<file path="src/rtl/vga_pkg.sv">
// Shared raster timing types, standard mode tables and total-length helpers
// for the VGA timing generator and its per-axis counters.
package vga_pkg;

   typedef struct packed {
      int visible;
      int front;
      int sync;
      int back;
      bit pol;
   } axis_t;

   typedef struct packed {
      axis_t h;
      axis_t v;
   } mode_t;

   localparam mode_t VGA_640x480_60 = '{
      h: '{visible: 640, front: 16, sync: 96, back: 48, pol: 1'b0},
      v: '{visible: 480, front: 10, sync: 2, back: 33, pol: 1'b0}
   };

   localparam mode_t SVGA_800x600_60 = '{
      h: '{visible: 800, front: 40, sync: 128, back: 88, pol: 1'b1},
      v: '{visible: 600, front: 1, sync: 4, back: 23, pol: 1'b1}
   };

   localparam mode_t XGA_1024x768_60 = '{
      h: '{visible: 1024, front: 24, sync: 136, back: 160, pol: 1'b0},
      v: '{visible: 768, front: 3, sync: 6, back: 29, pol: 1'b0}
   };

   function automatic int axis_total(input axis_t a);
      return a.visible + a.front + a.sync + a.back;
   endfunction

   function automatic int h_total(input mode_t m);
      return axis_total(m.h);
   endfunction

   function automatic int v_total(input mode_t m);
      return axis_total(m.v);
   endfunction

endpackage

</file>
<file path="src/rtl/vga_axis_counter.sv">
// One raster axis: wrapping position counter plus sync/blank/first decode of
// the position currently being presented (forced to 0 while load_zero is high).
module vga_axis_counter
   import vga_pkg::*;
#(
   parameter int VISIBLE = 800,
   parameter int FRONT   = 40,
   parameter int SYNC    = 128,
   parameter int BACK    = 88,
   parameter bit POL     = 1'b1,
   parameter int W       = $clog2(VISIBLE + FRONT + SYNC + BACK)
) (
   input  logic         i_clk,
   input  logic         i_rst_n,
   input  logic         i_step,
   input  logic         i_load_zero,
   output logic [W-1:0] o_count,
   output logic         o_wrap,
   output logic         o_sync,
   output logic         o_blank,
   output logic         o_first
);

   localparam axis_t C_AXIS = '{visible: VISIBLE, front: FRONT, sync: SYNC, back: BACK, pol: POL};
   localparam int TOTAL = axis_total(C_AXIS);

   if (VISIBLE < 1 || FRONT < 1 || SYNC < 1 || BACK < 1) begin : g_bad_timing
      $fatal(1, "vga_axis_counter: every timing parameter must be >= 1");
   end

   if (W < $clog2(TOTAL)) begin : g_bad_width
      $fatal(1, "vga_axis_counter: W too narrow for the axis total");
   end

   localparam logic [W-1:0] C_LAST       = W'(TOTAL - 1);
   localparam logic [W-1:0] C_VIS_END    = W'(VISIBLE);
   localparam logic [W-1:0] C_SYNC_START = W'(VISIBLE + FRONT);
   localparam logic [W-1:0] C_SYNC_END   = W'(VISIBLE + FRONT + SYNC);

   logic [W-1:0] r_count;
   logic [W-1:0] w_cur;
   logic [W-1:0] w_next;
   logic         w_in_sync;

   // A restart presents position 0 this cycle and advances from there.
   assign w_cur = i_load_zero ? '0 : r_count;

   always_comb begin
      w_next = w_cur;
      if (i_step) begin
         w_next = o_wrap ? '0 : w_cur + W'(1);
      end
   end

   always_ff @(posedge i_clk or negedge i_rst_n) begin
      if (!i_rst_n) begin
         r_count <= '0;
      end else if (i_step || i_load_zero) begin
         r_count <= w_next;
      end
   end

   assign w_in_sync = (w_cur >= C_SYNC_START) && (w_cur < C_SYNC_END);

   assign o_count = w_cur;
   assign o_wrap  = (w_cur == C_LAST);
   assign o_sync  = w_in_sync ? POL : ~POL;
   assign o_blank = (w_cur >= C_VIS_END);
   assign o_first = (w_cur == '0);

endmodule

</file>
<file path="src/rtl/vga_timing_gen.sv">
// Parametrised raster timing generator: registered syncs, blanking, DE,
// coordinates and line/frame strobes, with pixel enable and genlock restart.
module vga_timing_gen
   import vga_pkg::*;
#(
   parameter int H_VISIBLE  = 800,
   parameter int H_FRONT    = 40,
   parameter int H_SYNC     = 128,
   parameter int H_BACK     = 88,
   parameter int V_VISIBLE  = 600,
   parameter int V_FRONT    = 1,
   parameter int V_SYNC     = 4,
   parameter int V_BACK     = 23,
   parameter bit H_SYNC_POL = 1'b1,
   parameter bit V_SYNC_POL = 1'b1,
   parameter int H_W        = $clog2(H_VISIBLE + H_FRONT + H_SYNC + H_BACK),
   parameter int V_W        = $clog2(V_VISIBLE + V_FRONT + V_SYNC + V_BACK)
) (
   input  logic           i_clk,
   input  logic           i_rst_n,
   input  logic           i_ce,
   input  logic           i_restart,
   output logic           o_hsync,
   output logic           o_vsync,
   output logic           o_de,
   output logic           o_hblank,
   output logic           o_vblank,
   output logic [H_W-1:0] o_x,
   output logic [V_W-1:0] o_y,
   output logic           o_line_start,
   output logic           o_frame_start
);

   localparam mode_t C_MODE = '{
      h: '{visible: H_VISIBLE, front: H_FRONT, sync: H_SYNC, back: H_BACK, pol: H_SYNC_POL},
      v: '{visible: V_VISIBLE, front: V_FRONT, sync: V_SYNC, back: V_BACK, pol: V_SYNC_POL}
   };
   localparam int H_TOTAL = h_total(C_MODE);
   localparam int V_TOTAL = v_total(C_MODE);

   if (H_W < $clog2(H_TOTAL) || V_W < $clog2(V_TOTAL)) begin : g_bad_widths
      $fatal(1, "vga_timing_gen: H_W/V_W too narrow for the mode totals");
   end

   logic           r_restart_pend;
   logic           w_restart;
   logic           w_load_zero;
   logic [H_W-1:0] w_hcount;
   logic [V_W-1:0] w_vcount;
   logic           w_h_wrap;
   logic           w_v_wrap_unused;
   logic           w_hsync;
   logic           w_vsync;
   logic           w_hblank;
   logic           w_vblank;
   logic           w_hfirst;
   logic           w_vfirst;

   logic           r_hsync;
   logic           r_vsync;
   logic           r_de;
   logic           r_hblank;
   logic           r_vblank;
   logic [H_W-1:0] r_x;
   logic [V_W-1:0] r_y;
   logic           r_line_start;
   logic           r_frame_start;

   assign w_restart   = i_restart | r_restart_pend;
   assign w_load_zero = i_ce & w_restart;

   vga_axis_counter #(
      .VISIBLE (H_VISIBLE),
      .FRONT   (H_FRONT),
      .SYNC    (H_SYNC),
      .BACK    (H_BACK),
      .POL     (H_SYNC_POL),
      .W       (H_W)
   ) u_h_axis (
      .i_clk       (i_clk),
      .i_rst_n     (i_rst_n),
      .i_step      (i_ce),
      .i_load_zero (w_load_zero),
      .o_count     (w_hcount),
      .o_wrap      (w_h_wrap),
      .o_sync      (w_hsync),
      .o_blank     (w_hblank),
      .o_first     (w_hfirst)
   );

   // The horizontal counter never reports a wrap while it is forced to 0,
   // so a restart also holds the vertical counter at line 0.
   vga_axis_counter #(
      .VISIBLE (V_VISIBLE),
      .FRONT   (V_FRONT),
      .SYNC    (V_SYNC),
      .BACK    (V_BACK),
      .POL     (V_SYNC_POL),
      .W       (V_W)
   ) u_v_axis (
      .i_clk       (i_clk),
      .i_rst_n     (i_rst_n),
      .i_step      (i_ce & w_h_wrap),
      .i_load_zero (w_load_zero),
      .o_count     (w_vcount),
      .o_wrap      (w_v_wrap_unused),
      .o_sync      (w_vsync),
      .o_blank     (w_vblank),
      .o_first     (w_vfirst)
   );

   always_ff @(posedge i_clk or negedge i_rst_n) begin
      if (!i_rst_n) begin
         r_restart_pend <= 1'b0;
      end else if (w_load_zero) begin
         r_restart_pend <= 1'b0;
      end else if (i_restart) begin
         r_restart_pend <= 1'b1;
      end
   end

   always_ff @(posedge i_clk or negedge i_rst_n) begin
      if (!i_rst_n) begin
         r_hsync       <= ~H_SYNC_POL;
         r_vsync       <= ~V_SYNC_POL;
         r_de          <= 1'b0;
         r_hblank      <= 1'b1;
         r_vblank      <= 1'b1;
         r_x           <= '0;
         r_y           <= '0;
         r_line_start  <= 1'b0;
         r_frame_start <= 1'b0;
      end else if (i_ce) begin
         r_hsync       <= w_hsync;
         r_vsync       <= w_vsync;
         r_de          <= ~w_hblank & ~w_vblank;
         r_hblank      <= w_hblank;
         r_vblank      <= w_vblank;
         r_x           <= w_hcount;
         r_y           <= w_vcount;
         r_line_start  <= w_hfirst;
         r_frame_start <= w_hfirst & w_vfirst;
      end else begin
         r_line_start  <= 1'b0;
         r_frame_start <= 1'b0;
      end
   end

   assign o_hsync       = r_hsync;
   assign o_vsync       = r_vsync;
   assign o_de          = r_de;
   assign o_hblank      = r_hblank;
   assign o_vblank      = r_vblank;
   assign o_x           = r_x;
   assign o_y           = r_y;
   assign o_line_start  = r_line_start;
   assign o_frame_start = r_frame_start;

endmodule

</file>
<file path="config.mk">
export PLATFORM = sky130hd
export DESIGN_NAME = vga_timing_gen
export DESIGN_NICKNAME = d
export VERILOG_FILES = /design/src/rtl/vga_pkg.sv /design/src/rtl/vga_axis_counter.sv /design/src/rtl/vga_timing_gen.sv
export SDC_FILE = /design/constraint.sdc
export NUM_CORES = 1
export LEC_CHECK = 0
export ABC_CLOCK_PERIOD_IN_PS = 3920
export CAP_MARGIN = 25
export CORE_UTILIZATION = 45
export DETAILED_ROUTE_END_ITERATION = 8
export PLACE_DENSITY = 0.76
export SETUP_SLACK_MARGIN = 0.5
export SLEW_MARGIN = 25
export SYNTH_ARGS = -nofsm -noshare
export SYNTH_HDL_FRONTEND = slang
export SYNTH_HIERARCHICAL = 1
export SYNTH_SLANG_ARGS = --single-unit
</file>
<file path="constraint.sdc">
create_clock -name i_clk -period 3.92 [get_ports i_clk]
set_clock_uncertainty 0.05 [all_clocks]
set_input_delay 0.784 -clock i_clk [delete_from_list [all_inputs] [get_ports i_clk]]
set_output_delay 0.784 -clock i_clk [all_outputs]
set_load 0.02 [all_outputs]
</file>
==> metrics.yaml, run 1 <==
status: "finished clean"
path_clk_slew_ns: 0.08
synth_seq_area_share: 0.4983
synth_top_area_frac: 0.4774
synth-edff-count: 0
place_congestion: 0.8420
num_antenna_cells: 0
ir_drop_v: 0.0001604
synth.area.mux_share: 0.1203
insertion_delay_ns: 0.29
post-route-period-util: 0.7928
drt-initial-drc-count: 162
wl_met3_um: 178
maxSlewHeadroom: 0.5930
antenna_found_initial: 0
core_sq_um: 5238
initial_utilization: 0.4804
dp_hpwl_um: 3258
synth.most_common_cell: "dfrtp_1"
synth_top_family_by_area: "simple AND/OR/NAND/NOR gates"
clock-sinks: 50
syn_nets: 235
finalSetupTns_ns: 0
nets: 269
setup_viol: 0
cts_tree: "yes"
worst_slew_pin_slew_ns: 0.6105
async_flop_share: 1.000
first_pass_iters: 4
synthCells: 226
r2r_cells: 13
routed.top_layer: "met4"
synth-adder-area-share: 0.02486
avgSynthCellArea_sq_um: 11.13
worstPathRequired_ns: 4.11
chipHeight_um: 76.78
multi_input_area_sq_um: 1157
numPortBuffers: 31
regArea_sq_um: 1254
synth-simple-area-share: 0.2208
path_class: "input port to flop"
ys_warn_count: 6
track_usage: 0.1729
final_layout_size_suffix_gt1_frac: 0.1724
finalHoldViolCount: 0
cts_setup_buffers: 0
die-area_sq_um: 5894
rows: 26
worstHoldPathType: "input port to async pin"
wl_met1_um: 2446
path_max_fanout: 14
rsz0062_at_grt: "no"
dr_wl_met2_um: 1983
wire_per_inst_um: 14.17
grt_overflow: 0
slowest_delay_ns: 0.40
max_freq_mhz: 321.8
numCtsBuffers: 5
drtAntennaViolNets: 0
cts_resized: 0
yosys.area.top_type: "dfrtp_1"
crit_path_start_kind: "input port"
finalInstanceArea_sq_um: 2967
area_delta_synth_final_pct: 17.90
worstPathCellList: "clkdlybuf4s50_1, nor2_1, nor2b_1, nand2b_1, inv_1, ha_1, nor2b_1, nand4_1, inv_1, and2_1, buf_4, nand2_1, or3_1, nand2_1"
dr_total_vias: 1756
synth_cell_types: 48
clk_path_buf_depth: 2
max_cap_violations: 0
power.leakage_uw: 0.001407
cts_root_buf: "clkbuf_8"
cts-htree-levels: 2
synthFlopType: "dfrtp_1"
wirelength_um: 4691
yosys-top-cells-count: "dfrtp_1, mux2_2, nor2_1"
viasPerCell: 5.305
fin_hold_ws_ns: 0.4433
postPlaceCellArea_sq_um: 2887
grt_first_pass_wirelength_um: 8162
synth_compound_area_frac: 0.05569
grt_max_degree: 51
cts_hold_buffers: 0
critPathSlowestCell: "clkdlybuf4s50_1"
synth_seq_cells: 50
boundaryPins: 32
power_density_nw_per_um2: 317.4
fin_crit_ns: 3.108
synth_xor_area_frac: 0.03829
endpoint_kind: "flop"
grt_pass1_vias: 1715
netlist_area_sq_um: 2516
critPathArrivalTime_ns: 3.29
drc_errors: 0
fillers: 451
synth_area_leaders: "dfrtp_1, mux2_2, nor2b_1"
slew_violations: 0
die_w_um: 76.78
[sequential cells by signal (all words and copies together), names as in the netlist, 10 cells and up]
name and count:
o_x 11, u_h_axis/r_count 11, o_y 10, u_v_axis/r_count 10
[cell usage in the layout (no fill, tap or decap), types with 2 or more instances in the layout]
cell type and n:
dfrtp_1 48, clkdlybuf4s50_1 30, mux2_2 26, nor2_1 18
nor2b_1 15, inv_1 11, nand3_1 10, xnor2_1 8
nand2b_1 7, nand2_1 6, clkbuf_8 5, buf_4 5
nand4_1 5, o21ai_0 5, a21oi_1 5, ha_1 5
nor3_1 4, a31oi_1 4, clkbuf_1 3, nand4b_1 3
xor2_1 3, and2_1 2, dfstp_2 2, nor4_1 2
and4b_1 2, or3_1 2, o22ai_1 2, o21ai_1 2
[final timing paths]
path	slack, ns	from	end
worst max register to register	1.32	r_restart_pend	u_v_axis/r_count[2]
max in group asynchronous	2.96	i_rst_n	u_h_axis/r_count[3]
worst min register to register	0.45	r_restart_pend	r_restart_pend
worst max-delay path	0.81	i_restart	u_v_axis/r_count[2]
min in group i_clk	0.45	r_restart_pend	r_restart_pend
worst min-delay path	0.44	i_rst_n	o_x[6]
[worst max-delay path: cells and delay by family]
family | cells | cell delay, ns
fa+ha+maj | 1 | 0.19
buf+inv | 4 | 0.87
simple gates | 9 | 1.45
[area by class of cell]
type                    count  share of cell area
flip-flops and latches     50              0.4226
multi-input cells         156              0.3901
repair buffers             35              0.1139
well taps                  70             0.02952
clock buffers               8             0.02699
inverters                  12             0.01687
[cells by family (layout without fill, tap and decap cells)]
group / after synthesis / after routing
simple gates: 90 / 90
flops: 50 / 50
xor+xnor: 11 / 11
mux: 27 / 27
compound gates: 23 / 23
fa+ha+maj: 5 / 5
buf+inv: 20 / 55
[layer usage]
layer | global-route usage | vias up
met1 | 0.2513 | 840
met3 | 0.02619 | 8
met4 | 0.07500 | 0
li1 | - | 866
met2 | 0.2545 | 42
met5 | 0 | -
[power breakdown]
group	total [uW]	internal [uW]	switching (uW)
combinational	110	49.5	60.5
clock	281	127	154
sequential	550	533	16.9
total	942	710	232
[stage by stage]
step	setup slack, ns	util	std cells	total power (uW)
after CTS	0.7984	0.5664	331	956.6
after global placement	0.5757	0.5506	323	670.1
after floorplan	0.7595	-	226	625.3
after global routing	0.5592	0.5664	331	987.5
final	0.8124	0.5664	331	941.5
after detailed placement	0.4896	0.5511	323	671.2
(Power assumes the default switching activity.)
==> run 2, diff against run 1 <==
--- a/config.mk
+++ b/config.mk
@@ -5,7 +5,7 @@
 export SDC_FILE = /design/constraint.sdc
 export NUM_CORES = 1
 export LEC_CHECK = 0
-export ABC_CLOCK_PERIOD_IN_PS = 3920
+export ABC_CLOCK_PERIOD_IN_PS = 2900
 export CAP_MARGIN = 25
 export CORE_UTILIZATION = 45
 export DETAILED_ROUTE_END_ITERATION = 8
==> constraint.sdc (replaced) <==
create_clock -name i_clk -period 2.9 [get_ports i_clk]
set_clock_uncertainty 0.05 [all_clocks]
set_input_delay 0.58 -clock i_clk [delete_from_list [all_inputs] [get_ports i_clk]]
set_output_delay 0.58 -clock i_clk [all_outputs]
set_load 0.02 [all_outputs]
==> metrics.yaml, run 2 (synthesis results as in run 1) <==
viasPerCell: 5.316  # +0.21%
clock-sinks: 50  # unchanged
finalSetupTns_ns: 0  # unchanged
numCtsBuffers: 5  # unchanged
wl_met1_um: 2390  # -2.3%
track_usage: 0.1967  # +0.02377
final_layout_size_suffix_gt1_frac: 0.2811  # +0.1087
numPortBuffers: 31  # unchanged
core_sq_um: 5238  # unchanged
setup_ws_ns: 0.5023  # -0.3100 ns
finalHoldViolCount: 0  # unchanged
drtAntennaViolNets: 0  # unchanged
area_delta_synth_final_pct: 27.35
cts_tree: "yes"
grt_first_pass_wirelength_um: 9114  # +12%
grt_max_degree: 41  # -20%
num_antenna_cells: 0  # unchanged
crit_path_start_kind: "input port"
worstPathRequired_ns: 3.11  # -1.00 ns
power.leakage_uw: 0.001524  # +8.3%
path_max_fanout: 11  # -3
worstPathCellList: "dlygate4sd2_1, nor2_2, nor2b_4, nand2b_4, inv_4, ha_4, nor2b_1, nand4_1, inv_1, and2_4, buf_8, nand2_1, or3_1, nand2_1"
power_density_nw_per_um2: 415.9  # +31%
grt_pass1_vias: 1859  # +8.4%
crit_buf_inv: 4  # unchanged
slew_violations: 0  # unchanged
layout_commonest_cell: "dfrtp_1"
initial_utilization: 0.4804  # unchanged
place_congestion: 0.8595  # +2.1%
max_freq_mhz: 417.1
place_ws_ns: -0.02688  # -0.5165 ns
path_delay_family: "simple AND/OR/NAND/NOR gates"
path_clk_slew_ns: 0.09  # about the same
die-area_sq_um: 5894  # unchanged
status: "finished clean"
endpoint_kind: "flop"
drt-initial-drc-count: 192  # +19%
rsz0062_at_grt: "yes"
critPathArrivalTime_ns: 2.60  # -0.69 ns
grt_overflow: 0  # unchanged
ir_drop_v: 0.0002193  # +37%
post-route-util: 0.6118  # +0.04539
rows: 26  # unchanged
cts_root_buf: "clkbuf_8"
die_w_um: 76.78  # unchanged
post-route-period-util: 0.8268
first_pass_iters: 4  # unchanged
antenna_found_initial: 0  # unchanged
insertion_delay_ns: 0.31  # +0.02 ns
nets: 289  # +7.4%
dr_wl_met2_um: 2538  # +28%
wire_per_inst_um: 15.03  # +6.0%
routed.top_layer: "met4"
boundaryPins: 32  # unchanged
chipHeight_um: 76.78  # unchanged
path_class: "input port to flop"
maxSlewHeadroom: 0.6530  # +0.05996
worstHoldPathType: "input port to async pin"
fillers: 435  # -3.5%
mostFrequentLayoutCells: "dfrtp_1, clkdlybuf4s50_1, mux2_2, buf_4, nor2_1"
max_cap_violations: 0  # unchanged
drc_errors: 0  # unchanged
dr_total_vias: 1866  # +6.3%
critPathSlowestCell: "or3_1"
wl_met3_um: 262  # +47%
slowest_delay_ns: 0.32  # -0.08 ns
setup_viol: 0  # unchanged
wirelength_um: 5275  # +12%
clk_path_buf_depth: 2  # unchanged
dp_hpwl_um: 3461  # +6.2%
worst_slew_pin_slew_ns: 0.5158  # -0.09470 ns
cts-htree-levels: 2  # unchanged
crit_path_frequent_cell: "nand2_1"
fin_crit_ns: 2.398
## run 2: changes by cell type in the layout (fill, tap and decap cells not counted), sizes merged
| cell | delta |
|---|---|
| clkbuf | -1 |
| clkinv | +1 |
| clkdlybuf4s50 | -2 |
| buf | +20 |
| dlygate4sd2 | +2 |
## run 2: cell type report
type / instances / area, sq um / area share
Multi-Input combinational cell: 156 / 1222 / 0.3815
Tap cell: 70 / 87.58 / 0.02733
Clock buffer: 7 / 86.33 / 0.02694
Sequential cell: 50 / 1254 / 0.3913
Timing Repair Buffer: 55 / 494.2 / 0.1542
Inverter: 12 / 55.05 / 0.01718
Clock inverter: 1 / 5.005 / 0.001562
## run 2: path summary, 6_finish.rpt
path                           startpoint             endpoint  slack, ns  cells after the start
setup / recovery                i_restart  u_v_axis/r_count[2]       0.50                     14
hold / removal                    i_rst_n               o_y[0]       0.15                      1
setup reg to reg           r_restart_pend  u_v_axis/r_count[2]       0.60                     13
hold reg to reg                    o_x[3]               o_x[3]       0.46                      1
max in group asynchronous         i_rst_n             o_vblank       1.84                      2
min in group i_clk                 o_x[3]               o_x[3]       0.46                      1
## run 2: worst register-to-register path, delay by kind of cell (launching register included)
kind	cells	cell delay, ns
simple gates	9	1.34
flops	1	0.40
buf+inv	3	0.33
fa+ha+maj	1	0.13
## run 2: per-layer routing
layer / vias up / global-route usage
li1: 892 / -
met1: 910 / 0.2749
met2: 59 / 0.3027
met3: 5 / 0.02976
met4: 0 / 0.08462
met5: - / 0
## run 2: stage by stage
| step | instance area (sq um) | power (uW) | hold slack (ns) | std cells |
|---|---|---|---|---|
| finish | 3204 | 1333 | 0.1534 | 351 |
| global route | 3204 | 1394 | 0.1734 | 351 |
| CTS | 3174 | 1343 | 0.1578 | 347 |
| detailed placement | 2984 | 922.4 | 0.4451 | 332 |
| global placement | 2984 | 918.0 | 0.4391 | 332 |
| floorplan | 2559 | 854.0 | 0.2344 | 226 |
## run 2: timing repair
action                     4_1_cts  5_1_grt
setup buffers                    7        4
gates cloned                     0        0
hold buffers                     0        0
setup endpoints to repair       11        6
pin swaps                        2        2
resized for setup               15        0
## run 2: report_power, final
group	leakage, uW	switching (uW)	total (uW)	internal [uW]
sequential	0.000676	24.4	745	721
combinational	0.000799	91.6	171	79.0
clock	0.0000482	224	417	193
total	0.00152	340	1330	992
==> run 3, diff against run 2 <==
--- a/config.mk
+++ b/config.mk
@@ -5,7 +5,7 @@
 export SDC_FILE = /design/constraint.sdc
 export NUM_CORES = 1
 export LEC_CHECK = 0
-export ABC_CLOCK_PERIOD_IN_PS = 2900
+export ABC_CLOCK_PERIOD_IN_PS = 2400
 export CAP_MARGIN = 25
 export CORE_UTILIZATION = 45
 export DETAILED_ROUTE_END_ITERATION = 8
==> constraint.sdc (replaced) <==
create_clock -name i_clk -period 2.4 [get_ports i_clk]
set_clock_uncertainty 0.05 [all_clocks]
set_input_delay 0.48 -clock i_clk [delete_from_list [all_inputs] [get_ports i_clk]]
set_output_delay 0.48 -clock i_clk [all_outputs]
set_load 0.02 [all_outputs]
==> metrics.yaml, run 3 (synthesis results as in run 1) <==
status: "finished clean"
dp_cells: 349  # +5.1%
track_usage: 0.2073  # +0.01066
critPathArrivalTime_ns: 2.49  # -0.11 ns
numCtsBuffers: 5  # unchanged
finalInstanceArea_sq_um: 3537  # +10%
chipHeight_um: 76.78  # unchanged
num_antenna_cells: 0  # unchanged
postPlaceCellArea_sq_um: 3124  # +4.7%
reg2reg_setup_slack_ns: 0.06  # -0.54 ns
cts-htree-levels: 2  # unchanged
cts_hold_buffers: 0  # unchanged
power_density_nw_per_um2: 456.8  # +9.8%
wirelength_um: 6214  # +18%
fin_crit_ns: 2.343
initial_utilization: 0.4804  # unchanged
setup_viol: 0  # unchanged
worst_slew_pin_slew_ns: 0.5808  # +0.06507 ns
grt_pass1_vias: 1919  # +3.2%
dp_hpwl_um: 3544  # +2.4%
maxSlewHeadroom: 0.6128  # -0.04021
dr_total_vias: 2076  # +11%
rows: 26  # unchanged
r2r_end: "u_v_axis/r_count[8]"
drtAntennaViolNets: 0  # unchanged
r2r_start: "r_restart_pend"
drc_errors: 0  # unchanged
drt-initial-drc-count: 159  # -17%
worstHoldPathType: "input port to async pin"
post-route-period-util: 0.9761
place_congestion: 0.8325  # -3.1%
max_cap_violations: 0  # unchanged
path_clk_slew_ns: 0.09  # about the same
setup_ws_ns: 0.05733  # -0.4450 ns
crit_path_start_kind: "flop"
max_freq_mhz: 426.9
first_pass_iters: 4  # unchanged
cts_root_buf: "clkbuf_8"
fin_hold_ws_ns: 0.1080  # -0.04541 ns
layout_commonest_cell: "dfrtp_1"
final_layout_size_suffix_gt1_frac: 0.4000  # +0.1189
viasPerCell: 5.536  # +4.1%
clk_path_buf_depth: 2  # unchanged
cts_tree: "yes"
path_class: "flop to flop"
clock-sinks: 50  # unchanged
mostFrequentLayoutCells: "dfrtp_1, buf_4, mux2_2, clkdlybuf4s50_1, nor2_1"
die_w_um: 76.78  # unchanged
endpoint_kind: "flop"
slew_violations: 0  # unchanged
wire_per_inst_um: 16.57  # +10%
path_max_fanout: 4  # -7
core_sq_um: 5238  # unchanged
grt_overflow: 0  # unchanged
power.leakage_uw: 0.001723  # +13%
die-area_sq_um: 5894  # unchanged
boundaryPins: 32  # unchanged
insertion_delay_ns: 0.31  # about the same
nets: 313  # +8.3%
worstPathRequired_ns: 2.54  # -0.57 ns
ir_drop_v: 0.0003117  # +42%
antenna_found_initial: 0  # unchanged
area_delta_synth_final_pct: 40.58
stdcell_count: 375  # +6.8%
grt_first_pass_wirelength_um: 9480  # +4.0%
r2r_cells: 13  # unchanged
grt_max_degree: 41  # unchanged
rsz0062_at_grt: "yes"
place_ws_ns: -0.4559  # -0.4290 ns
finalHoldViolCount: 0  # unchanged
numPortBuffers: 31  # unchanged
## run 3: cell type report
type,instances,area (sq um)
fill,371,1700
sequential,50,1254
timing repair buffer,79,715.7
multi-input combinational,156,1345
inverter,12,55.05
tap,70,87.58
clock buffer,8,80.08
## run 3: timing repair
| item | CTS | global route |
|---|---|---|
| gates resized for setup | 27 | 29 |
| hold endpoints to repair | 0 | 0 |
| buffers inserted | 10 | 8 |
| pin swaps | 12 | 19 |
| setup endpoints to repair | 27 | 18 |
## run 3: worst max-delay path by stage
stage                         from                   to  slack [ns]  cells past startpoint
finish              r_restart_pend  u_v_axis/r_count[8]        0.06                     13
global route        r_restart_pend  u_v_axis/r_count[8]       -0.05                     13
CTS                 r_restart_pend  u_v_axis/r_count[9]        0.24                     11
detailed placement       i_restart  u_v_axis/r_count[5]       -0.46                     12
global placement         i_restart  u_v_axis/r_count[9]       -0.40                     12
floorplan                     i_ce  u_v_axis/r_count[8]       -0.05                     14
## run 3: metal layers
layer / share of wire / up-vias / wire (um) / global-route usage
li1: - / 947 / - / -
met1: 0.45 / 1045 / 2769 / 0.2769
met2: 0.48 / 68 / 2978 / 0.3339
met3: 0.045 / 16 / 278 / 0.04167
met4: 0.030 / 0 / 187 / 0.07308
met5: 0 / - / 0 / 0
## run 3: worst max-delay path, cell delays in order (launching register included)
cell      delay [ns]
dfrtp_1         0.40
nor2_4          0.15
nor2b_4         0.07
nand2b_4        0.15
inv_4           0.07
ha_4            0.12
nor2b_4         0.12
nand4_1         0.14
inv_1           0.14
and2_4          0.16
nand4b_1        0.16
nor2_2          0.24
nand3_2         0.11
xnor2_1         0.13
## run 3: metrics by stage
stage	utilization	TNS [ns]	power, uW
floorplan	-	-0.07112	1033
global placement	0.5965	-3.473	1121
detailed placement	0.5965	-4.187	1125
CTS	0.6409	0	1606
global route	0.6753	-0.09523	1683
finish	0.6753	0	1616
## run 3: where the power goes
group / switching, uW / internal (uW) / leakage, uW
Combinational: 118 / 118 / 0.00101
Sequential: 29.4 / 871 / 0.000676
Clock: 272 / 208 / 0.0000395
